$ cat src/rtl/alu_share_arbiter_if.sv
// Bundles the two requester channels, the shared ALU connection, the two response
// channels and the grant counters of alu_share_arbiter.
interface alu_share_arbiter_if #(
  parameter int unsigned WIDTH  = 32,
  parameter int unsigned CTRL_W = 6,
  parameter int unsigned TAG_W  = 4,
  parameter int unsigned CNT_W  = 16
);
  logic              req0_valid, req0_ready;
  logic [WIDTH-1:0]  req0_in1, req0_in2;
  logic [CTRL_W-1:0] req0_ctrl;
  logic [TAG_W-1:0]  req0_tag;
  logic              req1_valid, req1_ready;
  logic [WIDTH-1:0]  req1_in1, req1_in2;
  logic [CTRL_W-1:0] req1_ctrl;
  logic [TAG_W-1:0]  req1_tag;

  logic [WIDTH-1:0]  alu_in1, alu_in2, alu_out;
  logic [CTRL_W-1:0] alu_ctrl;
  logic              alu_zero;

  logic              rsp0_valid, rsp0_ready, rsp0_zero, rsp0_err;
  logic [WIDTH-1:0]  rsp0_result;
  logic [TAG_W-1:0]  rsp0_tag;
  logic              rsp1_valid, rsp1_ready, rsp1_zero, rsp1_err;
  logic [WIDTH-1:0]  rsp1_result;
  logic [TAG_W-1:0]  rsp1_tag;

  logic [CNT_W-1:0]  grant_cnt0, grant_cnt1;

  modport slave (
    input  req0_valid, req0_in1, req0_in2, req0_ctrl, req0_tag,
    input  req1_valid, req1_in1, req1_in2, req1_ctrl, req1_tag,
    output req0_ready, req1_ready,
    output alu_in1, alu_in2, alu_ctrl,
    input  alu_out, alu_zero,
    output rsp0_valid, rsp0_result, rsp0_zero, rsp0_err, rsp0_tag,
    output rsp1_valid, rsp1_result, rsp1_zero, rsp1_err, rsp1_tag,
    input  rsp0_ready, rsp1_ready,
    output grant_cnt0, grant_cnt1
  );

  modport master (
    output req0_valid, req0_in1, req0_in2, req0_ctrl, req0_tag,
    output req1_valid, req1_in1, req1_in2, req1_ctrl, req1_tag,
    input  req0_ready, req1_ready,
    input  alu_in1, alu_in2, alu_ctrl,
    output alu_out, alu_zero,
    input  rsp0_valid, rsp0_result, rsp0_zero, rsp0_err, rsp0_tag,
    input  rsp1_valid, rsp1_result, rsp1_zero, rsp1_err, rsp1_tag,
    output rsp0_ready, rsp1_ready,
    input  grant_cnt0, grant_cnt1
  );
endinterface

$ cat src/rtl/alu_share_arbiter.sv
// Round-robin sharing of one combinational ALU between the execute stage (port 0) and the
// branch/address unit (port 1); illegal control codes are answered without touching the ALU.
module alu_share_arbiter #(
  parameter int unsigned WIDTH  = 32,
  parameter int unsigned CTRL_W = 6,
  parameter int unsigned TAG_W  = 4,
  parameter int unsigned CNT_W  = 16
) (
  input logic              clk,
  input logic              reset,
  alu_share_arbiter_if.slave bus
);
  localparam logic [1:0] StIdle  = 2'd0;
  localparam logic [1:0] StIssue = 2'd1;
  localparam logic [1:0] StResp  = 2'd2;

  localparam logic [CTRL_W-1:0] CtrlAdd = CTRL_W'(6'b100000);

  function automatic logic ctrl_legal(input logic [CTRL_W-1:0] c);
    logic ok;
    case (c)
      6'b100000, 6'b100001, 6'b100100, 6'b100101, 6'b100110, 6'b100010, 6'b100011,
      6'b000000, 6'b000100, 6'b000011, 6'b000010, 6'b000110, 6'b101010, 6'b101011,
      6'b001000, 6'b111000, 6'b110000, 6'b110001, 6'b110010, 6'b110011, 6'b110100,
      6'b110101: ok = 1'b1;
      default:   ok = 1'b0;
    endcase
    return ok;
  endfunction

  logic [1:0]             state_q, state_d;
  logic                   last_grant_q, last_grant_d;
  logic                   win_q, win_d;
  logic [TAG_W-1:0]       tag_q, tag_d;
  logic [WIDTH-1:0]       alu_in1_q, alu_in1_d, alu_in2_q, alu_in2_d;
  logic [CTRL_W-1:0]      alu_ctrl_q, alu_ctrl_d;
  logic [1:0]             rsp_valid_q, rsp_valid_d, rsp_zero_q, rsp_zero_d, rsp_err_q, rsp_err_d;
  logic [1:0][WIDTH-1:0]  rsp_result_q, rsp_result_d;
  logic [1:0][TAG_W-1:0]  rsp_tag_q, rsp_tag_d;
  logic [1:0][CNT_W-1:0]  grant_cnt_q, grant_cnt_d;

  logic [1:0]        req_valid, rsp_ready;
  logic              accept, grant, sel_legal;
  logic [WIDTH-1:0]  sel_in1, sel_in2;
  logic [CTRL_W-1:0] sel_ctrl;
  logic [TAG_W-1:0]  sel_tag;

  assign req_valid = {bus.req1_valid, bus.req0_valid};
  assign rsp_ready = {bus.rsp1_ready, bus.rsp0_ready};
  assign accept    = (state_q == StIdle) && (req_valid != 2'b00);
  // On contention the port that did not win last time goes first.
  assign grant     = (req_valid == 2'b11) ? ~last_grant_q : req_valid[1];
  assign sel_in1   = grant ? bus.req1_in1  : bus.req0_in1;
  assign sel_in2   = grant ? bus.req1_in2  : bus.req0_in2;
  assign sel_ctrl  = grant ? bus.req1_ctrl : bus.req0_ctrl;
  assign sel_tag   = grant ? bus.req1_tag  : bus.req0_tag;
  assign sel_legal = ctrl_legal(sel_ctrl);

  assign bus.req0_ready = accept & ~grant;
  assign bus.req1_ready = accept & grant;

  always_comb begin
    state_d      = state_q;
    last_grant_d = last_grant_q;
    win_d        = win_q;
    tag_d        = tag_q;
    alu_in1_d    = alu_in1_q;
    alu_in2_d    = alu_in2_q;
    alu_ctrl_d   = alu_ctrl_q;
    rsp_valid_d  = rsp_valid_q;
    rsp_zero_d   = rsp_zero_q;
    rsp_err_d    = rsp_err_q;
    rsp_result_d = rsp_result_q;
    rsp_tag_d    = rsp_tag_q;
    grant_cnt_d  = grant_cnt_q;
    case (state_q)
      StIdle: begin
        if (accept) begin
          last_grant_d       = grant;
          win_d              = grant;
          tag_d              = sel_tag;
          grant_cnt_d[grant] = grant_cnt_q[grant] + CNT_W'(1);
          if (sel_legal) begin
            alu_in1_d  = sel_in1;
            alu_in2_d  = sel_in2;
            alu_ctrl_d = sel_ctrl;
            state_d    = StIssue;
          end else begin
            // Illegal code: answer straight away, ALU inputs keep the previous op.
            rsp_valid_d[grant]  = 1'b1;
            rsp_result_d[grant] = '0;
            rsp_zero_d[grant]   = 1'b0;
            rsp_err_d[grant]    = 1'b1;
            rsp_tag_d[grant]    = sel_tag;
            state_d             = StResp;
          end
        end
      end
      StIssue: begin
        rsp_valid_d[win_q]  = 1'b1;
        rsp_result_d[win_q] = bus.alu_out;
        rsp_zero_d[win_q]   = bus.alu_zero;
        rsp_err_d[win_q]    = 1'b0;
        rsp_tag_d[win_q]    = tag_q;
        state_d             = StResp;
      end
      StResp: begin
        if (rsp_ready[win_q]) begin
          rsp_valid_d[win_q] = 1'b0;
          state_d            = StIdle;
        end
      end
      default: state_d = StIdle;
    endcase
  end

  always_ff @(posedge clk) begin
    if (reset) begin
      state_q      <= StIdle;
      last_grant_q <= 1'b1;
      win_q        <= 1'b0;
      tag_q        <= '0;
      alu_in1_q    <= '0;
      alu_in2_q    <= '0;
      alu_ctrl_q   <= CtrlAdd;
      rsp_valid_q  <= '0;
      rsp_zero_q   <= '0;
      rsp_err_q    <= '0;
      rsp_result_q <= '0;
      rsp_tag_q    <= '0;
      grant_cnt_q  <= '0;
    end else begin
      state_q      <= state_d;
      last_grant_q <= last_grant_d;
      win_q        <= win_d;
      tag_q        <= tag_d;
      alu_in1_q    <= alu_in1_d;
      alu_in2_q    <= alu_in2_d;
      alu_ctrl_q   <= alu_ctrl_d;
      rsp_valid_q  <= rsp_valid_d;
      rsp_zero_q   <= rsp_zero_d;
      rsp_err_q    <= rsp_err_d;
      rsp_result_q <= rsp_result_d;
      rsp_tag_q    <= rsp_tag_d;
      grant_cnt_q  <= grant_cnt_d;
    end
  end

  assign bus.alu_in1     = alu_in1_q;
  assign bus.alu_in2     = alu_in2_q;
  assign bus.alu_ctrl    = alu_ctrl_q;
  assign bus.rsp0_valid  = rsp_valid_q[0];
  assign bus.rsp0_result = rsp_result_q[0];
  assign bus.rsp0_zero   = rsp_zero_q[0];
  assign bus.rsp0_err    = rsp_err_q[0];
  assign bus.rsp0_tag    = rsp_tag_q[0];
  assign bus.rsp1_valid  = rsp_valid_q[1];
  assign bus.rsp1_result = rsp_result_q[1];
  assign bus.rsp1_zero   = rsp_zero_q[1];
  assign bus.rsp1_err    = rsp_err_q[1];
  assign bus.rsp1_tag    = rsp_tag_q[1];
  assign bus.grant_cnt0  = grant_cnt_q[0];
  assign bus.grant_cnt1  = grant_cnt_q[1];
endmodule

$ cat src/flat_wrapper.sv
// flat-port wrapper written by rule: the top's interface ports become plain ports
module alu_share_arbiter_flat 
#(
  parameter int unsigned WIDTH  = 32,
  parameter int unsigned CTRL_W = 6,
  parameter int unsigned TAG_W  = 4,
  parameter int unsigned CNT_W  = 16
)
  (clk, reset, bus_req0_valid, bus_req0_in1, bus_req0_in2, bus_req0_ctrl, bus_req0_tag, bus_req1_valid, bus_req1_in1, bus_req1_in2, bus_req1_ctrl, bus_req1_tag, bus_req0_ready, bus_req1_ready, bus_alu_in1, bus_alu_in2, bus_alu_ctrl, bus_alu_out, bus_alu_zero, bus_rsp0_valid, bus_rsp0_result, bus_rsp0_zero, bus_rsp0_err, bus_rsp0_tag, bus_rsp1_valid, bus_rsp1_result, bus_rsp1_zero, bus_rsp1_err, bus_rsp1_tag, bus_rsp0_ready, bus_rsp1_ready, bus_grant_cnt0, bus_grant_cnt1);
  alu_share_arbiter_if #(.WIDTH(WIDTH), .CTRL_W(CTRL_W), .TAG_W(TAG_W), .CNT_W(CNT_W)) bus_i ();
  input logic clk;
  input logic reset;
  input wire logic [$bits(bus_i.req0_valid)-1:0] bus_req0_valid;
  input wire logic [$bits(bus_i.req0_in1)-1:0] bus_req0_in1;
  input wire logic [$bits(bus_i.req0_in2)-1:0] bus_req0_in2;
  input wire logic [$bits(bus_i.req0_ctrl)-1:0] bus_req0_ctrl;
  input wire logic [$bits(bus_i.req0_tag)-1:0] bus_req0_tag;
  input wire logic [$bits(bus_i.req1_valid)-1:0] bus_req1_valid;
  input wire logic [$bits(bus_i.req1_in1)-1:0] bus_req1_in1;
  input wire logic [$bits(bus_i.req1_in2)-1:0] bus_req1_in2;
  input wire logic [$bits(bus_i.req1_ctrl)-1:0] bus_req1_ctrl;
  input wire logic [$bits(bus_i.req1_tag)-1:0] bus_req1_tag;
  output wire logic [$bits(bus_i.req0_ready)-1:0] bus_req0_ready;
  output wire logic [$bits(bus_i.req1_ready)-1:0] bus_req1_ready;
  output wire logic [$bits(bus_i.alu_in1)-1:0] bus_alu_in1;
  output wire logic [$bits(bus_i.alu_in2)-1:0] bus_alu_in2;
  output wire logic [$bits(bus_i.alu_ctrl)-1:0] bus_alu_ctrl;
  input wire logic [$bits(bus_i.alu_out)-1:0] bus_alu_out;
  input wire logic [$bits(bus_i.alu_zero)-1:0] bus_alu_zero;
  output wire logic [$bits(bus_i.rsp0_valid)-1:0] bus_rsp0_valid;
  output wire logic [$bits(bus_i.rsp0_result)-1:0] bus_rsp0_result;
  output wire logic [$bits(bus_i.rsp0_zero)-1:0] bus_rsp0_zero;
  output wire logic [$bits(bus_i.rsp0_err)-1:0] bus_rsp0_err;
  output wire logic [$bits(bus_i.rsp0_tag)-1:0] bus_rsp0_tag;
  output wire logic [$bits(bus_i.rsp1_valid)-1:0] bus_rsp1_valid;
  output wire logic [$bits(bus_i.rsp1_result)-1:0] bus_rsp1_result;
  output wire logic [$bits(bus_i.rsp1_zero)-1:0] bus_rsp1_zero;
  output wire logic [$bits(bus_i.rsp1_err)-1:0] bus_rsp1_err;
  output wire logic [$bits(bus_i.rsp1_tag)-1:0] bus_rsp1_tag;
  input wire logic [$bits(bus_i.rsp0_ready)-1:0] bus_rsp0_ready;
  input wire logic [$bits(bus_i.rsp1_ready)-1:0] bus_rsp1_ready;
  output wire logic [$bits(bus_i.grant_cnt0)-1:0] bus_grant_cnt0;
  output wire logic [$bits(bus_i.grant_cnt1)-1:0] bus_grant_cnt1;
  assign bus_i.req0_valid = bus_req0_valid;
  assign bus_i.req0_in1 = bus_req0_in1;
  assign bus_i.req0_in2 = bus_req0_in2;
  assign bus_i.req0_ctrl = bus_req0_ctrl;
  assign bus_i.req0_tag = bus_req0_tag;
  assign bus_i.req1_valid = bus_req1_valid;
  assign bus_i.req1_in1 = bus_req1_in1;
  assign bus_i.req1_in2 = bus_req1_in2;
  assign bus_i.req1_ctrl = bus_req1_ctrl;
  assign bus_i.req1_tag = bus_req1_tag;
  assign bus_req0_ready = bus_i.req0_ready;
  assign bus_req1_ready = bus_i.req1_ready;
  assign bus_alu_in1 = bus_i.alu_in1;
  assign bus_alu_in2 = bus_i.alu_in2;
  assign bus_alu_ctrl = bus_i.alu_ctrl;
  assign bus_i.alu_out = bus_alu_out;
  assign bus_i.alu_zero = bus_alu_zero;
  assign bus_rsp0_valid = bus_i.rsp0_valid;
  assign bus_rsp0_result = bus_i.rsp0_result;
  assign bus_rsp0_zero = bus_i.rsp0_zero;
  assign bus_rsp0_err = bus_i.rsp0_err;
  assign bus_rsp0_tag = bus_i.rsp0_tag;
  assign bus_rsp1_valid = bus_i.rsp1_valid;
  assign bus_rsp1_result = bus_i.rsp1_result;
  assign bus_rsp1_zero = bus_i.rsp1_zero;
  assign bus_rsp1_err = bus_i.rsp1_err;
  assign bus_rsp1_tag = bus_i.rsp1_tag;
  assign bus_i.rsp0_ready = bus_rsp0_ready;
  assign bus_i.rsp1_ready = bus_rsp1_ready;
  assign bus_grant_cnt0 = bus_i.grant_cnt0;
  assign bus_grant_cnt1 = bus_i.grant_cnt1;
  alu_share_arbiter #(.WIDTH(WIDTH), .CTRL_W(CTRL_W), .TAG_W(TAG_W), .CNT_W(CNT_W)) u_core (.clk(clk), .reset(reset), .bus(bus_i));
endmodule
$ cat config.mk
export PLATFORM = sky130hd
export DESIGN_NAME = alu_share_arbiter_flat
export DESIGN_NICKNAME = d
export VERILOG_FILES = /design/src/rtl/alu_share_arbiter_if.sv /design/src/rtl/alu_share_arbiter.sv /design/src/flat_wrapper.sv
export SDC_FILE = /design/constraint.sdc
export NUM_CORES = 1
export LEC_CHECK = 0
export BUFFER_PORTS_ARGS = -buffer_cell sky130_fd_sc_hd__buf_2
export CAP_MARGIN = 20
export CORE_MARGIN = 8
export CORE_UTILIZATION = 35
export CTS_CLUSTER_DIAMETER = 50
export DETAILED_ROUTE_END_ITERATION = 7
export PLACE_DENSITY_LB_ADDON = 0.2
export SYNTH_ARGS = -nofsm -noshare
export SYNTH_HDL_FRONTEND = slang
export SYNTH_SLANG_ARGS = --single-unit
$ cat constraint.sdc
create_clock -name clk -period 6.3 [get_ports clk]
set_clock_uncertainty 0.1 [all_clocks]
set_input_delay 0.63 -clock clk [delete_from_list [all_inputs] [get_ports clk]]
set_output_delay 0.63 -clock clk [all_outputs]
set_load 0.01 [all_outputs]
==> impl_metrics.env, run 1 <==
export IMPL_setup_tns_ps=0
export IMPL_yosysTopAreaCell="dfxtp_1"
export IMPL_hold_path_class="in2reg"
export IMPL_yosysTopAreaCellShare_pct=48.9
export IMPL_final_max_slew_viol_count=0
export IMPL_avgSynthCellArea_sq_um=8.85
export IMPL_synth_seq_cells=188
export IMPL_grt_antenna_before_repair=1
export IMPL_ys_flop_type="dfxtp_1"
export IMPL_grt_ovfl_total=0
export IMPL_htreeDepth=4
export IMPL_hpwl_um=20800
export IMPL_io_buffers=368
export IMPL_yosys_warnings=0
export IMPL_grt_max_degree=81
export IMPL_route_detailed_wl_per_inst_um=18.8
export IMPL_slew_limit_headroom_pct=37.4
export IMPL_start_util_pct=35.5
export IMPL_post_synth_top_count_cell="dfxtp_1"
export IMPL_critPathArrivalTime_ps=3070
export IMPL_fin_nets=1383
export IMPL_viasPerCell=5.19
export IMPL_rsz0062_at_grt="false"
export IMPL_ir_drop_mv=0.133
export IMPL_grt_pass1_vias=7524
export IMPL_p_per_area_nw_per_um2=294
export IMPL_cp_required_ps=5570
export IMPL_place_gp_congestion=0.842
export IMPL_syn_to_final_growth_pct=32.9
export IMPL_placedInstanceArea_sq_um=9640
export IMPL_multiInputGateArea_sq_um=3590
export IMPL_cts_clk_slew_worst_paths_ps=80
export IMPL_final_min_clock_period_ps=3800
export IMPL_synthCells=870
export IMPL_cts_resized=0
export IMPL_clock_sinks=188
export IMPL_ys_top_cells_by_count="dfxtp_1, nand2_1, nor2_1"
export IMPL_fill_cells=2194
export IMPL_track_usage_pct=19.7
export IMPL_drcViolationCount=0
export IMPL_crit_type="in2out"
export IMPL_synth_nets=1058
export IMPL_netlist_area_sq_um=7700
export IMPL_cts_made_buffers=17
export IMPL_root_buffer="clkbuf_16"
export IMPL_die_h_um=164
export IMPL_worst_slew_pin_slew_ps=938
export IMPL_async_flop_share_pct=0
export IMPL_regArea_sq_um=3760
export IMPL_synth_area_leaders="dfxtp_1, nand2_1, a311oi_1"
export IMPL_fin_area_sq_um=10200
export IMPL_yosysUniqueCellTypes=61
export IMPL_grt_pass1_wl_um=42200
export IMPL_power_mw=3.01
export IMPL_hold_violations=0
export IMPL_clk_latency_ps=430
export IMPL_drt_pass1_iterations=6
export IMPL_design_die_area_sq_um=27000
export IMPL_cts_path_max_buffers=2
export IMPL_cts_hold_buf=0
export IMPL_cap_violations=0
export IMPL_whs_ps=330
export IMPL_leakage_nw=4.81
export IMPL_finalCritPeriodShare_pct=60.3
export IMPL_antenna_left=0
export IMPL_die_x_um=164
export IMPL_drive_gt1_share_pct=35.5
export IMPL_num_rows=54
export IMPL_drt_initial_drc_count=609
export IMPL_max_clock_freq_ghz=0.263
export IMPL_seq_area_frac_synth_pct=48.9
export IMPL_finalCoreUtilization_pct=47.2
export IMPL_critPathMaxFanout=78
export IMPL_start_kind="input pin"
export IMPL_num_vias=7728
export IMPL_synth_edf_count=0
export IMPL_crit_path_end_kind="output port"
export IMPL_totalWireLength_um=28000
export IMPL_coreArea_sq_um=21700
export IMPL_outcome="finished, final reports clean"
export IMPL_finalSetupViolations=0
export IMPL_ios=369
export IMPL_post_cts_buffers=0
export IMPL_cts_tree="built"
## layout by cell type (no fill, tap or decap), types with 14 or more instances in the layout
master and n:
nand2_1 175, dfxtp_1 188, a311oi_1 67, nor2_1 112, a21oi_1 21, xor2_1 21, nand4_1 14, a22o_1 66
buf_2 367, nand3_1 15, clkbuf_16 17
## final timing paths
| kind | from | to | slack, ps | cells past startpoint |
|---|---|---|---|---|
| worst min-delay path | bus_alu_out[26] | u_core.bus.rsp1_result[26]$_SDFFE_PP0P_ | 330 | 2 |
| worst max-delay path | bus_req1_valid | bus_req1_ready | 2500 | 6 |
| worst max register to register | u_core.state_q[0]$_SDFFE_PP0P_ | u_core.bus.alu_in2[7]$_SDFFE_PP0P_ | 2920 | 6 |
| worst min register to register | u_core.bus.rsp0_tag[0]$_SDFFE_PP0P_ | u_core.bus.rsp0_tag[0]$_SDFFE_PP0P_ | 370 | 2 |
## through the flow
stage | worst slack (ps) | std cells
finish | 2500 | 1488
global placement | 2520 | 1456
CTS | 2510 | 1487
global route | 2290 | 1487
detailed placement | 2450 | 1456
floorplan | 3350 | 870
## critical path: stages
cell,delay (ps)
buf_2,160
a21boi_4,470
buf_4,730
nand2_1,390
inv_1,440
buf_2,210
## sequential cells by signal, indices dropped and copies added, names as in the netlist
name,cells
u_core.bus.rsp1_result,32
u_core.bus.grant_cnt0,16
u_core.tag_q,4
u_core.bus.alu_ctrl,6
u_core.state_q,2
u_core.rsp_err_q,2
u_core.bus.rsp1_tag,4
u_core.win_q,1
u_core.bus.grant_cnt1,16
u_core.last_grant_q,1
u_core.bus.rsp0_result,32
u_core.rsp_zero_q,2
u_core.bus.rsp0_tag,4
u_core.rsp_valid_q,2
u_core.bus.alu_in1,32
u_core.bus.alu_in2,32
## metal layers
layer | routed length, um | vias to the layer above | global-route usage, %
li1 | - | 3767 | -
met1 | 12200 | 3590 | 25.6
met2 | 12900 | 342 | 31.0
met3 | 2540 | 27 | 5.99
met4 | 360 | 2 | 5.50
met5 | 12 | - | 0
## power breakdown
part	switching, mW	total, mW	leakage, nW	internal (mW)
registers	0.0625	1.35	1.53	1.29
logic	0.353	0.579	2.99	0.226
clock network	0.515	1.08	0.285	0.563
total	0.930	3.01	4.81	2.08
## cells by family (layout without fill, tap and decap cells)
kind of cell	Yosys count	after routing	share of synthesized area, %
AO/OA/AOI/OAI	213	213	22.6
XOR/XNOR	27	27	3.07
adder cells (fa/ha/maj)	1	1	0.162
buffers and inverters	80	417	5.04
flip-flops	188	188	48.9
multiplexers	4	4	0.520
other	0	1	0
AND/OR/NAND/NOR	357	357	19.8
## final cells by class
| class | count | area share (%) |
|---|---|---|
| diodes | 1 | 0.0245 |
| clock buffers | 18 | 4.20 |
| clock inverters | 13 | 1.52 |
| inverters | 10 | 0.367 |
| multi-input cells | 602 | 35.1 |
| flip-flops and latches | 188 | 36.8 |
| well taps | 280 | 3.42 |
| repair buffers | 376 | 18.6 |
No activity file was read; power rests on OpenSTA's default activity.
==> run 2, diff against run 1 <==
clock period = 3.7 ns   (was 6.3 ns; I/O delays follow)
==> run 2 against run 1 <==
Wire length is 0.81% higher. First-iteration DRC count is 0.33% lower. Via count is 0.83% lower. Setup slack worse by 1400 ps. Clock power is 63% higher. Critical path type is now reg2reg. Critical endpoint is now u_core.bus.alu_in2[15]$_SDFFE_PP0P_. Largest cell class unchanged.
==> impl_metrics.env, run 2 (synthesis gave the netlist of run 1 again) <==
export IMPL_outcome="finished, final reports clean"
export IMPL_r2r_slack_ps=1100
export IMPL_num_rows=54
export IMPL_design_die_area_sq_um=27000
export IMPL_track_usage_pct=19.8
export IMPL_grt_pass1_wl_um=42200
export IMPL_start_util_pct=35.5
export IMPL_viasPerCell=5.11
export IMPL_crit_type="reg2reg"
export IMPL_place_gp_congestion=0.843
export IMPL_rr_startpoint="u_core.state_q[0]$_SDFFE_PP0P_"
export IMPL_start_kind="register"
export IMPL_finalCritPeriodShare_pct=70.3
export IMPL_post_cts_buffers=0
export IMPL_grt_antenna_before_repair=2
export IMPL_clock_sinks=188
export IMPL_reg2regPathDepth=6
export IMPL_critPathLaunch="u_core.state_q[0]$_SDFFE_PP0P_"
export IMPL_cp_required_ps=3920
export IMPL_clk_latency_ps=430
export IMPL_rsz0062_at_grt="false"
export IMPL_die_x_um=164
export IMPL_fin_nets=1391
export IMPL_critPathMaxFanout=57
export IMPL_final_min_clock_period_ps=2600
export IMPL_hpwl_um=21100
export IMPL_critPathArrivalTime_ps=2820
export IMPL_ios=369
export IMPL_worstHoldStart="bus_alu_out[27]"
export IMPL_io_buffers=368
export IMPL_final_max_slew_viol_count=0
export IMPL_cts_made_buffers=17
export IMPL_cts_clk_slew_worst_paths_ps=70
export IMPL_drt_pass1_iterations=5
export IMPL_syn_to_final_growth_pct=33.6
export IMPL_route_detailed_wl_per_inst_um=18.8
export IMPL_die_h_um=164
export IMPL_htreeDepth=4
export IMPL_hold_violations=0
export IMPL_leakage_nw=4.84
export IMPL_drcViolationCount=0
export IMPL_ir_drop_mv=0.268
export IMPL_antenna_left=0
export IMPL_coreArea_sq_um=21700
export IMPL_hold_path_class="in2reg"
export IMPL_cts_resized=0
export IMPL_grt_pass1_vias=7384
export IMPL_finalSetupViolations=0
export IMPL_finalCoreUtilization_pct=47.4
export IMPL_crit_path_end_kind="register"
export IMPL_final_common_cell="buf_2"
export IMPL_drt_initial_drc_count=607
export IMPL_cts_path_max_buffers=2
export IMPL_root_buffer="clkbuf_16"
export IMPL_max_clock_freq_ghz=0.384
export IMPL_worst_slew_pin_slew_ps=804
export IMPL_crit_end="u_core.bus.alu_in2[15]$_SDFFE_PP0P_"
export IMPL_p_per_area_nw_per_um2=493
export IMPL_setup_tns_ps=0
export IMPL_grt_ovfl_total=0
export IMPL_cap_violations=0
export IMPL_whs_path_depth=2
export IMPL_final_cell_mix="buf_2, dfxtp_1, nand2_1"
export IMPL_drive_gt1_share_pct=36.0
export IMPL_totalWireLength_um=28300
export IMPL_grt_max_degree=66
export IMPL_cts_hold_buf=0
export IMPL_timing_rr_end="u_core.bus.alu_in2[15]$_SDFFE_PP0P_"
export IMPL_power_mw=5.07
export IMPL_whs_ps=66.0
export IMPL_fill_cells=2160
export IMPL_slew_limit_headroom_pct=46.4
export IMPL_num_vias=7664
export IMPL_cts_tree="built"
==> run 2: metrics by stage <==
step,area [sq um],setup slack [ps],instances
after floorplan,7700,1010,870
after global placement,9720,1090,1464
after detailed placement,9720,1050,1464
after CTS,10300,1080,1496
after global routing,10300,845,1497
final,10300,1100,1499
==> run 2: worst min path at each step <==
| stage | end | slack [ps] |
|---|---|---|
| 2_1_floorplan | u_core.bus.rsp0_tag[0]$_SDFFE_PP0P_ | 390 |
| 3_3_place_gp | u_core.bus.rsp0_tag[1]$_SDFFE_PP0P_ | 360 |
| 3_5_place_dp | u_core.bus.rsp0_result[1]$_SDFFE_PP0P_ | 360 |
| 4_1_cts | u_core.bus.rsp1_result[27]$_SDFFE_PP0P_ | 50 |
| 5_1_grt | u_core.bus.rsp0_result[10]$_SDFFE_PP0P_ | 60 |
| 6_report | u_core.bus.rsp0_result[27]$_SDFFE_PP0P_ | 70 |
==> run 2: report_power, final <==
group / total (mW) / leakage, nW / switching [mW] / internal [mW]
Clock: 1.76 / 0.274 / 0.875 / 0.889
Sequential: 2.30 / 1.53 / 0.109 / 2.19
Combinational: 1.00 / 3.04 / 0.600 / 0.401
==> run 2: layout make-up <==
cell class	instances	area, sq um	area share, %
flip-flops and latches	188	3760	36.6
multi-input cells	602	3580	34.8
repair buffers	384	1990	19.3
clock buffers	18	429	4.17
well taps	280	350	3.41
clock inverters	14	129	1.25
inverters	10	37.5	0.365
diodes	3	7.51	0.0730
==> run 2: routing by layer <==
| layer | vias up | share of wire [%] | track usage, % |
|---|---|---|---|
| met4 | 2 | 1.6 | 6.07 |
| met3 | 32 | 9.1 | 5.86 |
| met2 | 307 | 46 | 31.5 |
| met1 | 3541 | 43 | 25.4 |
| met5 | - | 0.035 | 0 |
| li1 | 3782 | - | - |
==> run 2: worst max-delay path, cell delays in order (launching register included) <==
cell      delay [ps]
dfxtp_1          460
nor2_1           350
o21a_1           460
o221a_4          500
buf_12           290
nor2_1            70
a311oi_1         250
==> run 3, diff against run 2 <==
clock period = 2.5 ns   (was 3.7 ns; I/O delays follow)
==> run 3 against run 2 <==
Non-clock buffer count is 171 higher. Design area is 17% higher. Critical path type unchanged. First-iteration DRC count is 6.1% higher. Die area stayed put.
==> impl_metrics.env, run 3 (synthesis gave the netlist of run 1 again) <==
export IMPL_crit_type="reg2reg"
export IMPL_place_gp_congestion=0.827
export IMPL_grt_pass1_wl_um=46000
export IMPL_antenna_left=0
export IMPL_design_die_area_sq_um=27000
export IMPL_cts_clk_slew_worst_paths_ps=70
export IMPL_htreeDepth=4
export IMPL_crit_path_end_kind="register"
export IMPL_placed_cells=1474
export IMPL_fill_cells=1948
export IMPL_cts_made_buffers=17
export IMPL_finalSetupViolations=0
export IMPL_finalCoreUtilization_pct=55.6
export IMPL_grt_ovfl_total=0
export IMPL_num_rows=54
export IMPL_syn_to_final_growth_pct=56.7
export IMPL_drt_pass1_iterations=7
export IMPL_io_buffers=368
export IMPL_root_buffer="clkbuf_16"
export IMPL_start_kind="register"
export IMPL_drcViolationCount=0
export IMPL_final_max_slew_viol_count=0
export IMPL_cpMaxStageDelayCell="dlygate4sd3_1"
export IMPL_outcome="finished, final reports clean"
export IMPL_multiInputGateArea_sq_um=3590
export IMPL_final_cell_mix="buf_2, dfxtp_1, nand2_1"
export IMPL_clock_sinks=188
export IMPL_fin_nets=1562
export IMPL_reg2regPathDepth=5
export IMPL_critPathMaxFanout=63
export IMPL_route_detailed_wl_per_inst_um=18.3
export IMPL_viasPerCell=5.09
export IMPL_whs_path_depth=3
export IMPL_fin_area_sq_um=12100
export IMPL_finalCritPeriodShare_pct=92.6
export IMPL_hold_violations=0
export IMPL_totalWireLength_um=30500
export IMPL_rr_startpoint="u_core.last_grant_q$_SDFFE_PP1P_"
export IMPL_worst_slew_pin_slew_ps=534
export IMPL_crit_path_max_incr_delay_ps=570
export IMPL_cp_top_family="buffers and inverters"
export IMPL_grt_pass1_vias=8447
export IMPL_hold_path_class="in2reg"
export IMPL_p_per_area_nw_per_um2=647
export IMPL_clk_latency_ps=430
export IMPL_final_min_clock_period_ps=2310
export IMPL_drt_initial_drc_count=644
export IMPL_timing_rr_end="u_core.bus.alu_in2[19]$_SDFFE_PP0P_"
export IMPL_power_mw=7.80
export IMPL_cap_violations=0
export IMPL_grt_antenna_before_repair=2
export IMPL_start_util_pct=35.5
export IMPL_drive_gt1_share_pct=32.5
export IMPL_r2r_slack_ps=190
export IMPL_layout_cells_non_filler=1670
export IMPL_max_clock_freq_ghz=0.432
export IMPL_ir_drop_mv=0.424
export IMPL_cts_path_max_buffers=2
export IMPL_coreArea_sq_um=21700
export IMPL_setup_tns_ps=0
export IMPL_leakage_nw=5.61
export IMPL_rsz0062_at_grt="false"
export IMPL_regArea_sq_um=3760
export IMPL_worstHoldStart="bus_req0_in2[6]"
export IMPL_worst_path_buf_inv=2
export IMPL_critPathArrivalTime_ps=2590
export IMPL_ios=369
export IMPL_grt_max_degree=68
export IMPL_die_h_um=164
export IMPL_cts_tree="built"
export IMPL_hpwl_um=21000
export IMPL_slew_limit_headroom_pct=64.4
export IMPL_die_x_um=164
export IMPL_cp_required_ps=2770
export IMPL_placedInstanceArea_sq_um=9890
export IMPL_track_usage_pct=21.4
export IMPL_min_to="u_core.bus.alu_in2[6]$_SDFFE_PP0P_"
export IMPL_num_vias=8500
export IMPL_final_common_cell="buf_2"
export IMPL_path_cells="a21bo_4, buf_6, nand2_1, a311oi_1, dlygate4sd3_1"
-- run 3: cell types whose count changed in the layout (fill, tap and decap cells not counted), moves of 2 or more --
cell,before,now
dlygate4sd3_1,0,160
buf_12,2,9
buf_4,15,18
inv_8,3,5
-- run 3: area by class of cell --
class,count,share of cell area [%]
Antenna cell,4,0.0829
Inverter,10,0.311
Clock inverter,14,1.05
Sequential cell,188,31.2
Multi-Input combinational cell,602,29.7
Tap cell,280,2.90
Clock buffer,17,3.52
Timing Repair Buffer,555,31.2
-- run 3: metal layers --
metal,vias to the layer above,part of all wire [%],global-route usage [%]
met2,380,47,34.1
met4,0,3.1,9.63
li1,4124,-,-
met3,72,8.9,6.12
met1,3924,41,26.5
met5,-,0,0
-- run 3: worst max-delay path by stage --
| stage | from | to | slack [ps] | cells after the start |
|---|---|---|---|---|
| 5_1_grt | u_core.last_grant_q$_SDFFE_PP1P_ | u_core.bus.alu_in2[1]$_SDFFE_PP0P_ | 50 | 8 |
| 3_3_place_gp | bus_req0_ctrl[1] | u_core.bus.alu_in1[29]$_SDFFE_PP0P_ | 280 | 8 |
| 2_1_floorplan | bus_req0_valid | u_core.bus.grant_cnt1[14]$_SDFFE_PP0P_ | 8 | 13 |
| 4_1_cts | u_core.last_grant_q$_SDFFE_PP1P_ | u_core.bus.alu_in2[13]$_SDFFE_PP0P_ | 10 | 8 |
| 3_5_place_dp | bus_req0_ctrl[1] | u_core.bus.alu_ctrl[4]$_SDFFE_PP0P_ | 190 | 8 |
| 6_report | u_core.last_grant_q$_SDFFE_PP1P_ | u_core.bus.alu_in2[19]$_SDFFE_PP0P_ | 190 | 5 |
-- run 3: worst reg2reg max path, cell delays in order (launching register included) --
cell	delay, ps
dfxtp_1	420
a21bo_4	260
buf_6	430
nand2_1	210
a311oi_1	260
dlygate4sd3_1	570
-- run 3: metrics by stage --
step / hold slack (ps) / setup slack [ps]
3_5_place_dp: 358 / 192
4_1_cts: 1.01 / 14.5
6_report: 12.9 / 186
2_1_floorplan: 275 / 8.32
3_3_place_gp: 355 / 281
5_1_grt: 4.75 / 50.0
-- run 3: where the power goes --
group          switching, mW  internal [mW]
combinational          0.973          0.819
clock                   1.30           1.31
sequential             0.156           3.25
-- run 3: repair_timing --
item,CTS,global route
resized for setup,0,4
endpoints found under the hold margin,134,0
setup buffers,0,1
hold buffers,160,0
endpoints found under the setup margin,0,5
